<file path="src/rtl/cla_pkg.sv">
// Shared definitions for the CLA adder family: sequencer states, nibble width
// and the nibble-count helper used to size the serial adder.
package cla_pkg;

  localparam int NIBBLE_W = 4;

  typedef enum logic [1:0] {
    IDLE = 2'd0,
    RUN  = 2'd1,
    DONE = 2'd2
  } state_t;

  function automatic int nib_count(input int width);
    return width / NIBBLE_W;
  endfunction

endpackage

</file>
<file path="src/rtl/cla_logic_4bit.sv">
// 4-bit carry-lookahead slice: turns per-bit generate/propagate terms and a
// carry-in into the carry entering each bit plus the slice carry-out.
module cla_logic_4bit (
  input  logic [3:0] p_i,
  input  logic [3:0] g_i,
  input  logic       cin_i,
  output logic [3:0] carry_o,
  output logic       cout_o
);

  // carry_o[k] is the carry into bit k; carry_o[0] is the slice carry-in.
  assign carry_o[0] = cin_i;
  assign carry_o[1] = g_i[0] | (p_i[0] & cin_i);
  assign carry_o[2] = g_i[1] | (p_i[1] & g_i[0]) | (p_i[1] & p_i[0] & cin_i);
  assign carry_o[3] = g_i[2] | (p_i[2] & g_i[1]) | (p_i[2] & p_i[1] & g_i[0])
                    | (p_i[2] & p_i[1] & p_i[0] & cin_i);
  assign cout_o     = g_i[3] | (p_i[3] & g_i[2]) | (p_i[3] & p_i[2] & g_i[1])
                    | (p_i[3] & p_i[2] & p_i[1] & g_i[0])
                    | (p_i[3] & p_i[2] & p_i[1] & p_i[0] & cin_i);

endmodule

</file>
<file path="src/rtl/cla_serial_adder_seq.sv">
// Nibble-serial adder sharing one cla_logic_4bit slice, LSB nibble first.
// Optional signed-overflow flag and ovf_o port under `SERIAL_ADD_OVF_EN.
module cla_serial_adder_seq
  import cla_pkg::*;
#(
  parameter int WIDTH = 32
) (
  input  logic             clk_i,
  input  logic             rst_i,
  input  logic             valid_i,
  output logic             ready_o,
  input  logic [WIDTH-1:0] a_i,
  input  logic [WIDTH-1:0] b_i,
  input  logic             cin_i,
  output logic             valid_o,
  input  logic             ready_i,
  output logic [WIDTH-1:0] sum_o,
  output logic             cout_o,
  output logic             busy_o,
  output state_t           state_o
`ifdef SERIAL_ADD_OVF_EN
  ,
  output logic             ovf_o
`endif
);

  localparam int NIB   = nib_count(WIDTH);
  localparam int CNT_W = (NIB > 1) ? $clog2(NIB) : 1;

  if ((WIDTH % NIBBLE_W) != 0 || WIDTH < NIBBLE_W) begin : g_bad_width
    $error("cla_serial_adder_seq: WIDTH must be a multiple of 4 and >= 4");
  end

  state_t           state, state_nxt;
  logic [CNT_W-1:0] cnt;
  logic [WIDTH-1:0] a_q, b_q, sum_q;
  logic             carry_q;
  logic             last_nib;
  logic [3:0]       a_nib, b_nib, p_nib, g_nib, slice_carry, sum_nib;
  logic             slice_cout;

  // Handshakes: a transfer happens on a rising edge where valid and ready are
  // both high; ready_o/valid_o come from state alone so neither depends
  // combinationally on the partner's valid_i/ready_i.
  assign ready_o = (state == IDLE);
  assign valid_o = (state == DONE);
  assign busy_o  = (state == RUN);
  assign state_o = state;
  assign sum_o   = sum_q;
  assign cout_o  = carry_q;

  assign last_nib = (cnt == CNT_W'(NIB - 1));
  assign a_nib    = a_q[{cnt, 2'b00} +: NIBBLE_W];
  assign b_nib    = b_q[{cnt, 2'b00} +: NIBBLE_W];
  assign p_nib    = a_nib ^ b_nib;
  assign g_nib    = a_nib & b_nib;
  assign sum_nib  = p_nib ^ {slice_carry[3:1], carry_q};

  cla_logic_4bit u_slice (
    .p_i     (p_nib),
    .g_i     (g_nib),
    .cin_i   (carry_q),
    .carry_o (slice_carry),
    .cout_o  (slice_cout)
  );

  always_comb begin
    state_nxt = state;
    case (state)
      IDLE:    if (valid_i)  state_nxt = RUN;
      RUN:     if (last_nib) state_nxt = DONE;
      DONE:    if (ready_i)  state_nxt = IDLE;
      default: state_nxt = IDLE;
    endcase
  end

  always_ff @(posedge clk_i) begin
    if (rst_i) begin
      state   <= IDLE;
      cnt     <= '0;
      a_q     <= '0;
      b_q     <= '0;
      sum_q   <= '0;
      carry_q <= 1'b0;
    end else begin
      state <= state_nxt;
      case (state)
        IDLE: begin
          if (valid_i) begin
            a_q     <= a_i;
            b_q     <= b_i;
            carry_q <= cin_i;
            cnt     <= '0;
            sum_q   <= '0;
          end
        end
        RUN: begin
          sum_q[{cnt, 2'b00} +: NIBBLE_W] <= sum_nib;
          carry_q <= slice_cout;
          cnt     <= cnt + 1'b1;
        end
        default: ;
      endcase
    end
  end

`ifdef SERIAL_ADD_OVF_EN
  logic ovf_q;
  assign ovf_o = ovf_q;

  // Signed overflow: carry into the MSB differs from the carry out of it.
  always_ff @(posedge clk_i) begin
    if (rst_i) begin
      ovf_q <= 1'b0;
    end else if (state == IDLE && valid_i) begin
      ovf_q <= 1'b0;
    end else if (state == RUN && last_nib) begin
      ovf_q <= slice_carry[3] ^ slice_cout;
    end
  end
`endif

endmodule

</file>
<file path="config.mk">
export PLATFORM = sky130hd
export DESIGN_NAME = cla_serial_adder_seq
export DESIGN_NICKNAME = d
export VERILOG_FILES = /design/src/rtl/cla_pkg.sv /design/src/rtl/cla_logic_4bit.sv /design/src/rtl/cla_serial_adder_seq.sv
export SDC_FILE = /design/constraint.sdc
export NUM_CORES = 1
export LEC_CHECK = 0
export CAP_MARGIN = 20
export CORE_MARGIN = 2
export CORE_UTILIZATION = 45
export CTS_CLUSTER_DIAMETER = 60
export DETAILED_ROUTE_END_ITERATION = 8
export PLACE_DENSITY_LB_ADDON = 0.3
export SLEW_MARGIN = 15
export SYNTH_ARGS = -nofsm -noshare
export SYNTH_HDL_FRONTEND = slang
export SYNTH_HIERARCHICAL = 1
export SYNTH_SLANG_ARGS = --single-unit
</file>
<file path="constraint.sdc">
create_clock -name clk_i -period 5.3 [get_ports clk_i]
set_input_delay 1.06 -clock clk_i [delete_from_list [all_inputs] [get_ports clk_i]]
set_output_delay 1.06 -clock clk_i [all_outputs]
set_load 0.01 [all_outputs]
</file>
**Word level (Yosys, flattened, before mapping)**

Index checks and enable logic that the tools add are counted.

- $add $sub $neg: 2
- Bitwise gates (word level): 29
- Equality and inequality tests: 6
- Shift-type cells: 4
- Muxes and demuxes: 11
- Reductions and logical operators: 5

Operator list:

| kind | number |
|---|---|
| $pmux W32 S2 | 1 |
| $shiftx A32 B6 Y4 | 2 |
| $bwmux W32 | 1 |
| $mux W32 | 1 |
| $shift A4 B7 Y32 const A | 1 |
| $shiftx A4 B7 Y32 | 1 |
| $and A1 B1 Y1 | 16 |
| $or A1 B1 Y1 | 10 |
| $xor A4 B4 Y4 | 2 |
| $neg A5 Y7 | 1 |
| $mux W2 | 3 |
| $pmux W2 S3 | 1 |
| $pmux W3 S2 | 1 |
| $and A4 B4 Y4 | 1 |
| $ne A2 B1 Y1 const B | 2 |
| $reduce_and A2 Y1 | 2 |
| $add A3 B1 Y3 const B | 1 |
| $eq A3 B3 Y1 const B | 1 |
| $mux W3 | 1 |
| $reduce_and A3 Y1 | 1 |
| $eq A2 B1 Y1 const B | 1 |
| $eq A2 B2 Y1 const B | 1 |
| $logic_not A2 Y1 | 1 |
| $ne A2 B2 Y1 const B | 1 |
| other kinds (3) | 3 |

- Logic and storage cells: 63
- Bits in registers: 102
- Output and inout port bits: 38
- Bits of input ports: 69

**Depth between registers and ports, before layout**

- Depth in word-level cells: 10
- Mapped depth: 12
- Depth with buffers taken out: 10

**Cells and area by module**

The synthesis kept the hierarchy.

Modules (own cells, without submodules):

| module | sequential area each (µm²) | area each (µm²) | instances | cells an instance |
|---|---|---|---|---|
| cla_serial_adder_seq | 2042.0 | 4450.5 | 1 | 490 |
| cla_logic_4bit | 0.0 | 46.3 | 1 | 6 |

**Worst setup path before layout**

Ideal clock, no wire load.

- Path kind: reg-to-reg
- Start point: register cnt[0]
- End point: register sum_q[15], in the netlist sum_o[15]
- Required time: 5.183 ns
- Arrival time: 2.849 ns
- Period minus slack after synthesis: 2.966 ns
- Setup slack: 2.334 ns
- Library setup time: 0.117 ns
- Stages on the path, launching flop included: 13
- Buffers on the path: 2
- Cells stage by stage: dfxtp_1 buf_6 buf_2 mux4_2 nand2_1 nand2_1 ha_1 a21o_1 a21o_1 a21o_1 xor2_1 nor2b_1 a32o_1

- Elaborated cells between the ends (all ways): 25
- Those cells by class: add/sub: 1; shift: 4; mux: 2; bitwise: 18

RTL lines:

| element | line | text |
|---|---|---|
| start: declaration | cla_serial_adder_seq.sv:35 | `logic [CNT_W-1:0] cnt;` |
| start signal: assignment | cla_serial_adder_seq.sv:100 | `cnt <= cnt + 1'b1;` |
| $shiftx A32 B6 Y4 (on tied branches) | cla_serial_adder_seq.sv:53, cla_serial_adder_seq.sv:54 |  |
| $xor A4 B4 Y4 (*) | cla_serial_adder_seq.sv:55 | `assign p_nib = a_nib ^ b_nib;` |
| net p_nib[0] | cla_serial_adder_seq.sv:39 | `logic [3:0] a_nib, b_nib, p_nib, g_nib, slice_carry, sum_nib;` |
| $and A1 B1 Y1 (*) | cla_logic_4bit.sv:13 | `assign carry_o[1] = g_i[0] \| (p_i[0] & cin_i);` |
| $or A1 B1 Y1 (*) | cla_logic_4bit.sv:13 |  |
| net slice_carry[1] | cla_serial_adder_seq.sv:39 |  |
| $xor A4 B4 Y4 (*) | cla_serial_adder_seq.sv:57 | `assign sum_nib = p_nib ^ {slice_carry[3:1], carry_q};` |
| $shiftx A4 B7 Y32 (*) | cla_serial_adder_seq.sv:98 | `sum_q[{cnt, 2'b00} +: NIBBLE_W] <= sum_nib;` |
| $bwmux W32 (*) | cla_serial_adder_seq.sv:98 |  |
| $pmux W32 S2 (*) | cla_serial_adder_seq.sv:87 | `case (state)` |
| end signal: indexed assignment | cla_serial_adder_seq.sv:98 |  |
| end: declaration | cla_serial_adder_seq.sv:36 | `logic [WIDTH-1:0] a_q, b_q, sum_q;` |

The timed path passes the listed nets; every way through them passes the cells marked *.
A chain may end at the register's enable or synchronous reset.

**Worst setup path after layout**

Ends and elaborated chain as after synthesis.

==> impl_results.md <==
- Run status: finished clean
- Slew @ Worst Pin: 800 ps
- Switching share of power: 0.253
- Vias in the first global route: 3,732
- Endpoints failing hold: 0
- Slew HR: 0.466
- CP Class: reg2reg
- Worst-Skew Late Latency: 360 ps
- Static leakage: 2.13 nW
- Fmax: 282 MHz
- Layout cell share with drive strength beyond 1: 0.0752
- Final ANT Viol Nets: 0
- Psw: 391 uW
- Placed cells: 702
- Avg Inst Size Synth: 9.07 um^2
- Clock share of power: 0.319
- Period minus WS final: 3540 ps
- Dpl cell area: 5540 um^2
- Power Total: between 1.5 and 2 mW
- Final setup vio count: 0
- Yosys warning total: 6
- Die footprint: 10,800 um^2
- Design Area, Final: roughly 5700 um^2
- Internal: 1.16 mW
- Worst R2R Path Depth: 11
- # Post-CTS Setup Buffers: 0
- Hold Crit Depth: 2
- Initial antenna violation count: 0
- Worst reg2reg setup slack: 1760 ps
- R2R Path End: sum_o[15]$_SDFFE_PP0P_
- Final hold slack: between 400 and 500 ps
- CTS H-tree depth: 3
- Reg clk slew, reported paths: 90 ps
- Reg2reg start: cnt[0]$_SDFFE_PP0P_
- Final net count: 660
- Overflow after GRT: 0
- CTS Buf Count: 9
- Port buffer count: 106
- Via density: 5.25
- Core area: 9730 um^2
- Max Clock Skew: approximately 6.4 ps
- Resize count post-CTS: 0
- Min-Delay Startpoint: a_q[17]$_SDFFE_PP0P_
- Crit. End Element: flip-flop
- Unrepaired setup endpoints after global routing: false
- Final WS setup: 1760 ps
- Hold-fix buffers, CTS: 0
- Combinational share of power: 0.150
- PwrDens: 269 nW/um^2
- Crit start category: flip-flop
- Root buf cell: clkbuf_8
- Pre-CTS setup slack: 1750 ps
- Starting Density: 0.461
- Initial drt markers: ~170
- Post-Route WL: approximately 10,000 um
- Final TNS setup: 0 ps
- Reg power frac: 0.531
- Post-DP HPWL: 7680 um
- Cell area after synthesis: 4490 um^2
- Drt pass-1 iters: 4
- Deepest clock path buffer count: 2
- Post-Route Utilization: 0.590
- Tcrit/Tclk final: 0.668
- GP Congestion: around 0.82
- Hold Path Class: reg2reg
- Syn_nets: 575
- Die height: 104 um
- Count of pins over their slew limit: 0
- Die Wd: 104 um
- DRC: 0
- Maximum vdd drop: around 130 uV
- Non-Filler Instances: 718
- Hold Path End: a_q[17]$_SDFFE_PP0P_
- Largest net degree at the start of global routing: 80
- WP data required: approximately 5600 ps
- WL per Instance: between 10 and 15 um
- Critical path peak fanout: 18
- Total GRT Usage: 0.197
- First-pass GRT wire length: 17,500 um
- Top-level port count: 107
- Clk sink count: approximately 100
- Antenna cells: 0
- Max Cap Viol: 0
- CTS tree: built
- Crit path DAT: 3840 ps
- Synth-to-layout area growth: 27.9%
- Row count: 36
- Synth Instances: just under 500
- Vias: 3,773
-- worst max-delay path, cell delays in order (launching register included) --
cell and delay [ps]:
dfxtp_1 730, buf_4 380, mux4_2 530, nand2_1 80
nand2_1 70, ha_1 320, a21o_1 210, a21o_1 220
a21o_1 190, xor2_1 270, nor2b_1 310, a32o_1 180
-- registers in the layout, indices dropped and copies added (netlist names) --
| signal | flops |
|---|---|
| state_o | 2 |
| cnt | 3 |
| cout_o | 1 |
| a_q | 32 |
| sum_o | 32 |
| b_q | 32 |
-- placed cells by master (no fill, tap or decap), types with 2 or more instances in the layout --
| master | n |
|---|---|
| ha_1 | 11 |
| nand2b_1 | 5 |
| nor2b_1 | 6 |
| nor2_1 | 6 |
| clkbuf_1 | 2 |
| inv_1 | 4 |
| or3_1 | 2 |
| o311ai_0 | 4 |
| xor2_1 | 4 |
| nor3_1 | 2 |
| mux2i_1 | 4 |
| a21oi_1 | 72 |
| clkdlybuf4s50_1 | 105 |
| nand2_1 | 155 |
| nand4_1 | 5 |
| a32o_1 | 16 |
| buf_4 | 5 |
| nand3b_1 | 5 |
| dfxtp_1 | 102 |
| nand3_1 | 10 |
| nor3b_4 | 2 |
| a22oi_1 | 2 |
| a21o_1 | 4 |
| mux4_2 | 16 |
| o2bb2ai_1 | 8 |
| clkbuf_8 | 11 |
-- metal layers --
metal  vias to the layer above  GRT usage  share of wire
li1                       1891          -              -
met2                       112      0.351           0.49
met1                      1758      0.243           0.44
met3                        12     0.0332          0.051
met4                         0     0.0589          0.012
met5                         -          0              0
-- area by class of cell --
class,count,area (um^2)
fill,918,3990
multi-input combinational,351,2220
sequential,102,2040
timing repair buffer,111,1090
tap,133,166
clock buffer,13,159
clock inverter,3,42.5
inverter,5,18.8
-- power by group through the flow --
stage	combinational, mW	sequential (mW)	clock [mW]
after floorplan	0.156	0.830	0
after global placement	0.228	0.838	0
after detailed placement	0.234	0.840	0
after CTS	0.235	0.822	0.503
after global routing	0.257	0.827	0.533
final	0.233	0.821	0.494
-- how the worst max path moves through the flow --
stage / from / to / slack [ps] / depth (start not counted)
2_1_floorplan: cnt[0]$_SDFFE_PP0P_ / sum_o[15]$_SDFFE_PP0P_ / 2330 / 12
3_3_place_gp: cnt[0]$_SDFFE_PP0P_ / sum_o[23]$_SDFFE_PP0P_ / 1860 / 11
3_5_place_dp: cnt[0]$_SDFFE_PP0P_ / sum_o[15]$_SDFFE_PP0P_ / 1750 / 11
4_1_cts: cnt[0]$_SDFFE_PP0P_ / sum_o[15]$_SDFFE_PP0P_ / 1720 / 11
5_1_grt: cnt[0]$_SDFFE_PP0P_ / sum_o[31]$_SDFFE_PP0P_ / 1450 / 11
6_report: cnt[0]$_SDFFE_PP0P_ / sum_o[15]$_SDFFE_PP0P_ / 1760 / 11
No activity file was read; power rests on OpenSTA's default activity.
